--- src/rtl/wishbone_master_sequencer.sv ---
// wishbone_master_sequencer: single-command Wishbone classic bus master
// with streamed write/read data, address auto-increment and bus timeout.
module wishbone_master_sequencer #(
    parameter logic [15:0] TIMEOUT_CYCLES = 16'd1000
) (
    input  logic        clk,
    input  logic        rst,
    input  logic        i_cmd_stb,
    output logic        o_cmd_rdy,
    input  logic        i_cmd_we,
    input  logic [31:0] i_cmd_adr,
    input  logic [15:0] i_cmd_len,
    input  logic [31:0] i_wr_dat,
    input  logic        i_wr_stb,
    output logic        o_wr_rdy,
    output logic [31:0] o_rd_dat,
    output logic        o_rd_stb,
    input  logic        i_rd_rdy,
    output logic        o_busy,
    output logic        o_done,
    output logic        o_timeout,
    output logic        o_int,
    output logic        o_m_we,
    output logic        o_m_stb,
    output logic        o_m_cyc,
    output logic [3:0]  o_m_sel,
    output logic [31:0] o_m_adr,
    output logic [31:0] o_m_dat,
    input  logic [31:0] i_m_dat,
    input  logic        i_m_ack,
    input  logic        i_m_int
);

    typedef enum logic [2:0] {
        S_IDLE,
        S_WR_WAIT,
        S_BUS,
        S_RD_HOLD,
        S_DONE
    } state_t;

    state_t      r_state;
    state_t      w_next;
    logic        r_we;
    logic [31:0] r_adr;
    logic [15:0] r_len;
    logic [15:0] r_tmo;
    logic [31:0] r_wdat;
    logic [31:0] r_rdat;
    logic        r_timeout;
    logic        r_started;
    logic        r_int_d;

    logic w_cmd_hs;
    logic w_wr_hs;
    logic w_ack;
    logic w_rd_hs;
    logic w_last;
    logic w_tmo_hit;

    assign w_cmd_hs  = (r_state == S_IDLE) & i_cmd_stb;
    assign w_wr_hs   = (r_state == S_WR_WAIT) & i_wr_stb;
    assign w_ack     = (r_state == S_BUS) & i_m_ack;
    assign w_rd_hs   = (r_state == S_RD_HOLD) & i_rd_rdy;
    assign w_last    = (r_len == 16'd1);
    assign w_tmo_hit = (r_state == S_BUS) & ~i_m_ack
                     & (r_tmo == TIMEOUT_CYCLES - 16'd1);

    always_ff @(posedge clk or negedge rst) begin
        if (!rst) r_state <= S_IDLE;
        else      r_state <= w_next;
    end

    always_comb begin
        w_next = r_state;
        unique case (r_state)
            S_IDLE: begin
                if (i_cmd_stb) w_next = i_cmd_we ? S_WR_WAIT : S_BUS;
            end
            S_WR_WAIT: begin
                if (i_wr_stb) w_next = S_BUS;
            end
            S_BUS: begin
                if (i_m_ack) begin
                    if (!r_we)       w_next = S_RD_HOLD;
                    else if (w_last) w_next = S_DONE;
                    else             w_next = S_WR_WAIT;
                end else if (w_tmo_hit) begin
                    w_next = S_DONE;
                end
            end
            S_RD_HOLD: begin
                if (i_rd_rdy) w_next = w_last ? S_DONE : S_BUS;
            end
            S_DONE:  w_next = S_IDLE;
            default: w_next = S_IDLE;
        endcase
    end

    always_comb begin
        o_cmd_rdy = 1'b0;
        o_wr_rdy  = 1'b0;
        o_rd_stb  = 1'b0;
        o_done    = 1'b0;
        o_m_stb   = 1'b0;
        o_m_cyc   = 1'b0;
        unique case (r_state)
            S_IDLE:    o_cmd_rdy = rst;
            S_WR_WAIT: begin
                o_wr_rdy = 1'b1;
                o_m_cyc  = r_started;
            end
            S_BUS: begin
                o_m_stb = 1'b1;
                o_m_cyc = 1'b1;
            end
            S_RD_HOLD: begin
                o_rd_stb = 1'b1;
                o_m_cyc  = 1'b1;
            end
            S_DONE:  o_done = 1'b1;
            default: ;
        endcase
    end

    // r_started keeps CYC framed across WR_WAIT gaps once the first word went out
    always_ff @(posedge clk or negedge rst) begin
        if (!rst) begin
            r_we      <= 1'b0;
            r_adr     <= '0;
            r_len     <= '0;
            r_tmo     <= '0;
            r_wdat    <= '0;
            r_rdat    <= '0;
            r_timeout <= 1'b0;
            r_started <= 1'b0;
            r_int_d   <= 1'b0;
        end else begin
            if (w_cmd_hs) begin
                r_we      <= i_cmd_we;
                r_adr     <= i_cmd_adr;
                r_len     <= (i_cmd_len == 16'd0) ? 16'd1 : i_cmd_len;
                r_timeout <= 1'b0;
            end
            if (w_wr_hs) r_wdat <= i_wr_dat;
            if (w_ack) begin
                r_adr <= {r_adr[31:24], r_adr[23:0] + 24'd1};
                if (r_we) r_len  <= r_len - 16'd1;
                else      r_rdat <= i_m_dat;
            end
            if (w_rd_hs)   r_len     <= r_len - 16'd1;
            if (w_tmo_hit) r_timeout <= 1'b1;
            r_tmo     <= (r_state == S_BUS) ? r_tmo + 16'd1 : 16'd0;
            r_started <= (r_state == S_BUS)
                       | (r_started & (r_state != S_DONE)
                                    & (r_state != S_IDLE));
            r_int_d   <= i_m_int;
        end
    end

    assign o_busy    = (r_state != S_IDLE);
    assign o_timeout = r_timeout;
    assign o_int     = i_m_int & ~r_int_d & rst;
    assign o_m_we    = r_we & o_m_cyc;
    assign o_m_sel   = {4{o_m_stb}};
    assign o_m_adr   = r_adr;
    assign o_m_dat   = r_wdat;
    assign o_rd_dat  = r_rdat;

endmodule

--- config.mk ---
export PLATFORM = sky130hd
export DESIGN_NAME = wishbone_master_sequencer
export DESIGN_NICKNAME = d
export VERILOG_FILES = /design/src/rtl/wishbone_master_sequencer.sv
export SDC_FILE = /design/constraint.sdc
export NUM_CORES = 1
export LEC_CHECK = 0
export ABC_CLOCK_PERIOD_IN_PS = 4200
export BUFFER_PORTS_ARGS = -buffer_cell sky130_fd_sc_hd__buf_4
export CAP_MARGIN = 5
export CORE_MARGIN = 2
export CORE_UTILIZATION = 54
export CTS_CLUSTER_SIZE = 20
export DETAILED_ROUTE_END_ITERATION = 8
export PLACE_DENSITY = 0.83
export SYNTH_ARGS = -nofsm -noshare
export SYNTH_HDL_FRONTEND = slang
export SYNTH_SLANG_ARGS = --single-unit
--- constraint.sdc ---
create_clock -name clk -period 4.2 [get_ports clk]
set_input_delay 0.63 -clock clk [delete_from_list [all_inputs] [get_ports clk]]
set_output_delay 0.63 -clock clk [all_outputs]
set_load 0.01 [all_outputs]
==> impl_metrics.env, run 1 <==
export IMPL_finalCriticalPeriod_ns=2.73
export IMPL_gr_total_overflow=0
export IMPL_r2r_setup_slack_ns=1.53
export IMPL_endpoint_kind="output pin"
export IMPL_critPathLaunch="r_state[1]$_DFFE_PN0P_"
export IMPL_p_int_mw=4.31
export IMPL_slew_headroom_pct=41.7
export IMPL_cts_path_max_buffers=2
export IMPL_drtIter0Drc=400
export IMPL_grt_use_total_pct=29.6
export IMPL_leakagePower_nw=4.11
export IMPL_core_um2=11400
export IMPL_routedWlPerCell_um=19.3
export IMPL_critPathKind="reg -> out"
export IMPL_p_per_area_nw_per_um2=760
export IMPL_skew_ns=0.00663
export IMPL_ys_seq_area_share_pct=53.8
export IMPL_ir_drop_v=0.000495
export IMPL_power_frac_seq_pct=36.2
export IMPL_die_y_um=112
export IMPL_p_switching_mw=2.33
export IMPL_avgSynthCellArea_um2=10.8
export IMPL_cts_hold_fix_buffers=0
export IMPL_yosysWarningCount=0
export IMPL_ant_nets=0
export IMPL_root_buffer="clkbuf_16"
export IMPL_cp_max_fo=18
export IMPL_io_buffer_count=229
export IMPL_fin_ws_ns=1.47
export IMPL_max_freq_mhz=367
export IMPL_cts_tree="done"
export IMPL_async_flop_share_pct=100
export IMPL_endpoint="o_m_sel[2]"
export IMPL_hold_viol_final=0
export IMPL_clk_latency_ns=0.42
export IMPL_hold_path_class="in -> async"
export IMPL_synth_nets=704
export IMPL_drive_gt1_share_pct=41.6
export IMPL_post_cts_resized=0
export IMPL_fin_nets=928
export IMPL_required_ns=3.57
export IMPL_syn_to_final_growth_pct=39.1
export IMPL_r2r_start="r_state[1]$_DFFE_PN0P_"
export IMPL_vias=5600
export IMPL_rsz0062_at_grt="no"
export IMPL_grt_antenna_before_repair=0
export IMPL_n_antenna_cell=0
export IMPL_start_util_pct=55.2
export IMPL_drc=0
export IMPL_place_inst=928
export IMPL_crit_arrival_ns=2.10
export IMPL_grt_max_degree=76
export IMPL_synth_area_um2=6280
export IMPL_drv_slew=0
export IMPL_synth_cell_types=57
export IMPL_path_clk_slew_ns=0.06
export IMPL_pwr_share_comb_pct=39.2
export IMPL_fin_crit_sh_pct=64.9
export IMPL_gp_congestion=0.882
export IMPL_switching_share_pct=35.1
export IMPL_ios=230
export IMPL_cts_max_level=4
export IMPL_numCtsBuffers=17
export IMPL_finalSetupViolations=0
export IMPL_grt_pass1_wl_um=28900
export IMPL_rr_worst_depth=6
export IMPL_post_place_ws_ns=1.61
export IMPL_crit_path_start_kind="flip-flop"
export IMPL_synth_edf_count=0
export IMPL_cts_sink_count=135
export IMPL_rows=39
export IMPL_die_w_um=112
export IMPL_synth_seq_cells=135
export IMPL_worst_pin_slew_ns=0.874
export IMPL_fin_setup_tns_ns=0
export IMPL_cap_violations=0
export IMPL_status="finished, final reports clean"
export IMPL_synth_top_flop_cell="dfrtp_1"
export IMPL_reg2reg_to="r_len[10]$_DFF_PN0_"
export IMPL_synthCells=580
export IMPL_die_area_um2=12500
export IMPL_stdcell_count=960
export IMPL_firstDrtPassIters=5
export IMPL_routed_wl_um=18500
export IMPL_dp_hpwl_um=12700
export IMPL_pwr_share_clk_pct=24.7
export IMPL_grt_pass1_vias=5483
export IMPL_vias_per_cell=5.83
export IMPL_cts_setup_buffers=0
-- routing by layer --
metal | up-vias | track usage [%] | share of wire (%)
li1 | 2544 | - | -
met1 | 2744 | 35.7 | 39
met2 | 267 | 50.7 | 51
met3 | 45 | 6.91 | 6.7
met4 | 0 | 12.9 | 3.3
met5 | - | 0 | 0
-- Yosys cell counts, types with 5 or more instances --
master / count / share of area (%)
o21ai_0: 18 / 1.4
mux2_2: 64 / 11
dfrtp_1: 135 / 54
a311oi_1: 5 / 0.70
o211ai_1: 11 / 1.3
buf_2: 11 / 0.88
inv_1: 8 / 0.48
o311ai_0: 6 / 0.84
and3_1: 7 / 0.70
or3_1: 6 / 0.60
nor4_1: 9 / 0.90
nand3_1: 30 / 2.4
and2_1: 6 / 0.60
nand4_1: 11 / 1.1
nor3_1: 10 / 0.80
a211oi_1: 5 / 0.60
nand2_1: 77 / 4.6
a21oi_1: 13 / 1.0
xor2_1: 11 / 1.5
nor2_1: 51 / 3.0
clkbuf_1: 10 / 0.60
-- critical path, stage by stage, from the launching register on --
cell,delay [ns]
dfrtp_1,0.58
or3b_2,0.68
inv_1,0.25
buf_4,0.17
-- state kept, by name, indices dropped and copies added (netlist names) --
signal / flops
r_we: 1
o_m_adr: 32
r_started: 1
r_int_d: 1
r_tmo: 16
o_m_dat: 32
o_rd_dat: 32
r_state: 3
r_len: 16
o_timeout: 1
-- cells in the final DEF, fill, tap and decap left out, types with 11 or more instances in the layout --
| cell | count |
|---|---|
| clkbuf_16 | 17 |
| nor2_1 | 51 |
| nand2_1 | 77 |
| xor2_1 | 11 |
| nand3_1 | 30 |
| o211ai_1 | 11 |
| mux2_2 | 64 |
| buf_4 | 233 |
| dfrtp_1 | 135 |
| a21oi_1 | 13 |
| o21ai_0 | 18 |
| nand4_1 | 11 |
-- power by group through the flow --
stage                     Clock [mW]  Combinational, mW  Sequential [mW]
after detailed placement           0               2.58             2.39
after CTS                       1.65               2.61             2.39
after floorplan                    0               1.22             2.48
after global routing            1.72               2.78             2.47
final                           1.64               2.60             2.40
after global placement             0               2.51             2.34
-- cell type report --
class / count / area (µm²)
clock buffers: 24 / 482
clock inverters: 8 / 168
fillers: 780 / 2630
inverters: 8 / 30.0
multi-input cells: 408 / 2740
flip-flops and latches: 135 / 3380
well taps: 143 / 179
repair buffers: 234 / 1760
-- worst min-delay path by stage --
| stage | cells after the start | slack, ns | end | startpoint |
|---|---|---|---|---|
| after floorplan | 0 | 0.33 | o_m_adr[0]$_DFFE_PN0P_ | rst |
| after global placement | 2 | 0.47 | o_m_adr[30]$_DFFE_PN0P_ | o_m_adr[30]$_DFFE_PN0P_ |
| after detailed placement | 2 | 0.46 | o_m_adr[28]$_DFFE_PN0P_ | o_m_adr[28]$_DFFE_PN0P_ |
| after CTS | 1 | 0.24 | r_len[2]$_DFF_PN0_ | rst |
| after global routing | 1 | 0.27 | r_state[1]$_DFFE_PN0P_ | rst |
| final | 1 | 0.21 | r_len[6]$_DFF_PN0_ | rst |
-- cells by family (layout without fill, tap and decap cells) --
logic type | count (synthesis) | after routing | share of synthesized area (%)
adder cells (fa/ha/maj) | 4 | 4 | 0.797
flip-flops | 135 | 135 | 53.8
AO/OA/AOI/OAI | 87 | 87 | 9.70
XOR/XNOR | 13 | 13 | 1.81
multiplexers | 68 | 68 | 12.1
buffers and inverters | 37 | 274 | 2.67
AND/OR/NAND/NOR | 236 | 236 | 19.1
-- per-stage QoR --
| stage | utilization (%) | cell area (µm²) | hold slack, ns | power [mW] |
|---|---|---|---|---|
| after global placement | 71.1 | 8090 | 0.466 | 4.85 |
| after detailed placement | 71.1 | 8090 | 0.465 | 4.96 |
| after CTS | 76.8 | 8740 | 0.239 | 6.66 |
| final | 76.8 | 8740 | 0.211 | 6.64 |
| after floorplan | - | 6280 | 0.334 | 3.69 |
| after global routing | 76.8 | 8740 | 0.274 | 6.97 |
No activity file was read; power rests on OpenSTA's default activity.
==> run 2: changes to the inputs <==
Settings changed: ABC_CLOCK_PERIOD_IN_PS 4200 to 2210, CORE_UTILIZATION 54 to 45, PLACE_DENSITY 0.83 to 0.74.
Clock period 4.2 ns to 2.21 ns, I/O delays scaled along.
==> run 2 against run 1 <==
- via count is 2.4% lower
- global-route usage is 7.3 points lower
- register-to-register slack worse by 1.4 ns
- clock power is 90% higher
- worst setup slack worse by 1.4 ns
- non-clock buffer count is 15 higher
- sequential power is 86% higher
- clock skew is 0.0019 ns lower
- total power is 90% higher
- count of clock-buffer cells in the layout is 3 lower
- largest cell class unchanged
==> impl_metrics.env, run 2 (synthesis results as in run 1) <==
export IMPL_status="finished, final reports clean"
export IMPL_ir_drop_v=0.000634
export IMPL_met1_length_um=6670
export IMPL_cts_sink_count=135
export IMPL_holdPathStages=1
export IMPL_crit_family="simple AND/OR/NAND/NOR gates"
export IMPL_routed_wl_um=16900
export IMPL_dp_hpwl_um=12600
export IMPL_min_from="i_m_int"
export IMPL_cap_violations=0
export IMPL_met3_length_um=1200
export IMPL_stdcell_count=1012
export IMPL_path_clk_slew_ns=0.06
export IMPL_grt_pass1_vias=5240
export IMPL_critPathKind="reg -> out"
export IMPL_vias=5465
export IMPL_drive_gt1_share_pct=43.1
export IMPL_r2r_setup_slack_ns=0.14
export IMPL_final_cell_mix="buf_4, dfrtp_1, nand2_1, mux2_2, nor2_1"
export IMPL_topRoutingLayerUsed="met4"
export IMPL_syn_to_final_growth_pct=42.2
export IMPL_grt_use_total_pct=22.2
export IMPL_drv_slew=0
export IMPL_die_area_um2=14900
export IMPL_gr_total_overflow=0
export IMPL_gp_congestion=0.850
export IMPL_hold_path_class="in -> reg"
export IMPL_crit_buf_inv=3
export IMPL_dr_wl_met2_um=8710
export IMPL_routedWlPerCell_um=16.7
export IMPL_fin_setup_tns_ns=0
export IMPL_root_buffer="clkbuf_16"
export IMPL_layout_commonest_cell="buf_4"
export IMPL_grt_antenna_before_repair=0
export IMPL_die_w_um=122
export IMPL_start_util_pct=45.6
export IMPL_holdPathEnd="r_int_d$_DFF_PN0_"
export IMPL_core_um2=13800
export IMPL_required_ns=1.88
export IMPL_reg2reg_to="r_state[0]$_DFFE_PN0P_"
export IMPL_final_cell_area_um2=8930
export IMPL_cts_tree="done"
export IMPL_io_buffer_count=229
export IMPL_n_antenna_cell=0
export IMPL_vias_per_cell=5.40
export IMPL_fin_nets=943
export IMPL_cts_path_max_buffers=2
export IMPL_rsz0062_at_grt="no"
export IMPL_drtIter0Drc=314
export IMPL_total_power_mw=12.6
export IMPL_hold_viol_final=0
export IMPL_p_per_area_nw_per_um2=1410
export IMPL_cpPeakStageDelay_ns=0.50
export IMPL_finalSetupViolations=0
export IMPL_cpMaxStageDelayCell="or3b_2"
export IMPL_fin_crit_sh_pct=94.6
export IMPL_rr_worst_depth=5
export IMPL_numCtsBuffers=17
export IMPL_path_common_cell="buf_4"
export IMPL_leakagePower_nw=4.18
export IMPL_crit_arrival_ns=1.76
export IMPL_cp_max_fo=14
export IMPL_grt_pass1_wl_um=25700
export IMPL_clk_latency_ns=0.41
export IMPL_place_inst=980
export IMPL_hold_ws_ns=0.0411
export IMPL_ant_nets=0
export IMPL_grt_max_degree=80
export IMPL_firstDrtPassIters=5
export IMPL_finalCriticalPeriod_ns=2.09
export IMPL_ios=230
export IMPL_endpoint_kind="output pin"
export IMPL_skew_ns=0.00471
export IMPL_max_freq_mhz=478
export IMPL_cp_cell_sequence="or3b_2 > inv_1 > buf_4 > buf_4"
export IMPL_rows=43
export IMPL_post_dp_cell_area_um2=8270
export IMPL_worst_pin_slew_ns=1.00
export IMPL_r2r_start="r_len[7]$_DFF_PN0_"
export IMPL_die_y_um=122
export IMPL_cts_setup_buffers=0
export IMPL_slew_headroom_pct=33.1
export IMPL_cts_max_level=4
export IMPL_drc=0
export IMPL_crit_path_start_kind="flip-flop"
run 2: power breakdown:
part | total (mW) | switching [mW] | leakage [nW] | internal [mW]
Combinational | 5.03 | 2.35 | 2.22 | 2.67
Clock | 3.11 | 1.05 | 0.310 | 2.07
Sequential | 4.47 | 0.917 | 1.66 | 3.55
Total | 12.6 | 4.32 | 4.18 | 8.29
run 2: timing repair:
| item | 4_1_cts | 5_1_grt |
|---|---|---|
| gates resized for setup | 0 | 2 |
| hold buffers | 0 | 0 |
| endpoints found under the setup margin | 0 | 6 |
run 2: how the worst max path moves through the flow:
stage / endpoint / start / cells past startpoint / slack (ns)
after CTS: o_m_sel[3] / r_state[0]$_DFFE_PN0P_ / 4 / 0.04
final: o_m_sel[3] / r_state[0]$_DFFE_PN0P_ / 4 / 0.12
after global routing: r_state[0]$_DFFE_PN0P_ / r_len[8]$_DFF_PN0_ / 5 / 0.01
after detailed placement: r_len[13]$_DFF_PN0_ / r_len[7]$_DFF_PN0_ / 5 / 0.15
after floorplan: o_m_adr[4]$_DFFE_PN0P_ / r_state[2]$_DFFE_PN0P_ / 8 / 0.15
after global placement: r_state[0]$_DFFE_PN0P_ / r_len[8]$_DFF_PN0_ / 5 / 0.18
run 2: through the flow:
stage | utilization, % | worst slack, ns
2_1_floorplan | - | 0.155
3_3_place_gp | 60.0 | 0.184
3_5_place_dp | 60.0 | 0.147
4_1_cts | 64.8 | 0.0387
6_report | 64.9 | 0.120
5_1_grt | 64.9 | 0.0141
run 2: per-layer routing:
layer	GRT usage (%)	vias up
li1	-	2578
met1	27.0	2633
met2	38.5	229
met3	5.20	25
met4	8.19	0
met5	0	-
run 2: final cells by class:
class                      instances  area, µm²
clock inverter                    11        195
fill                            1095       4840
inverter                           8       30.0
tap                              180        225
sequential                       135       3380
timing repair buffer             249       1900
clock buffer                      21        460
multi-input combinational        408       2740
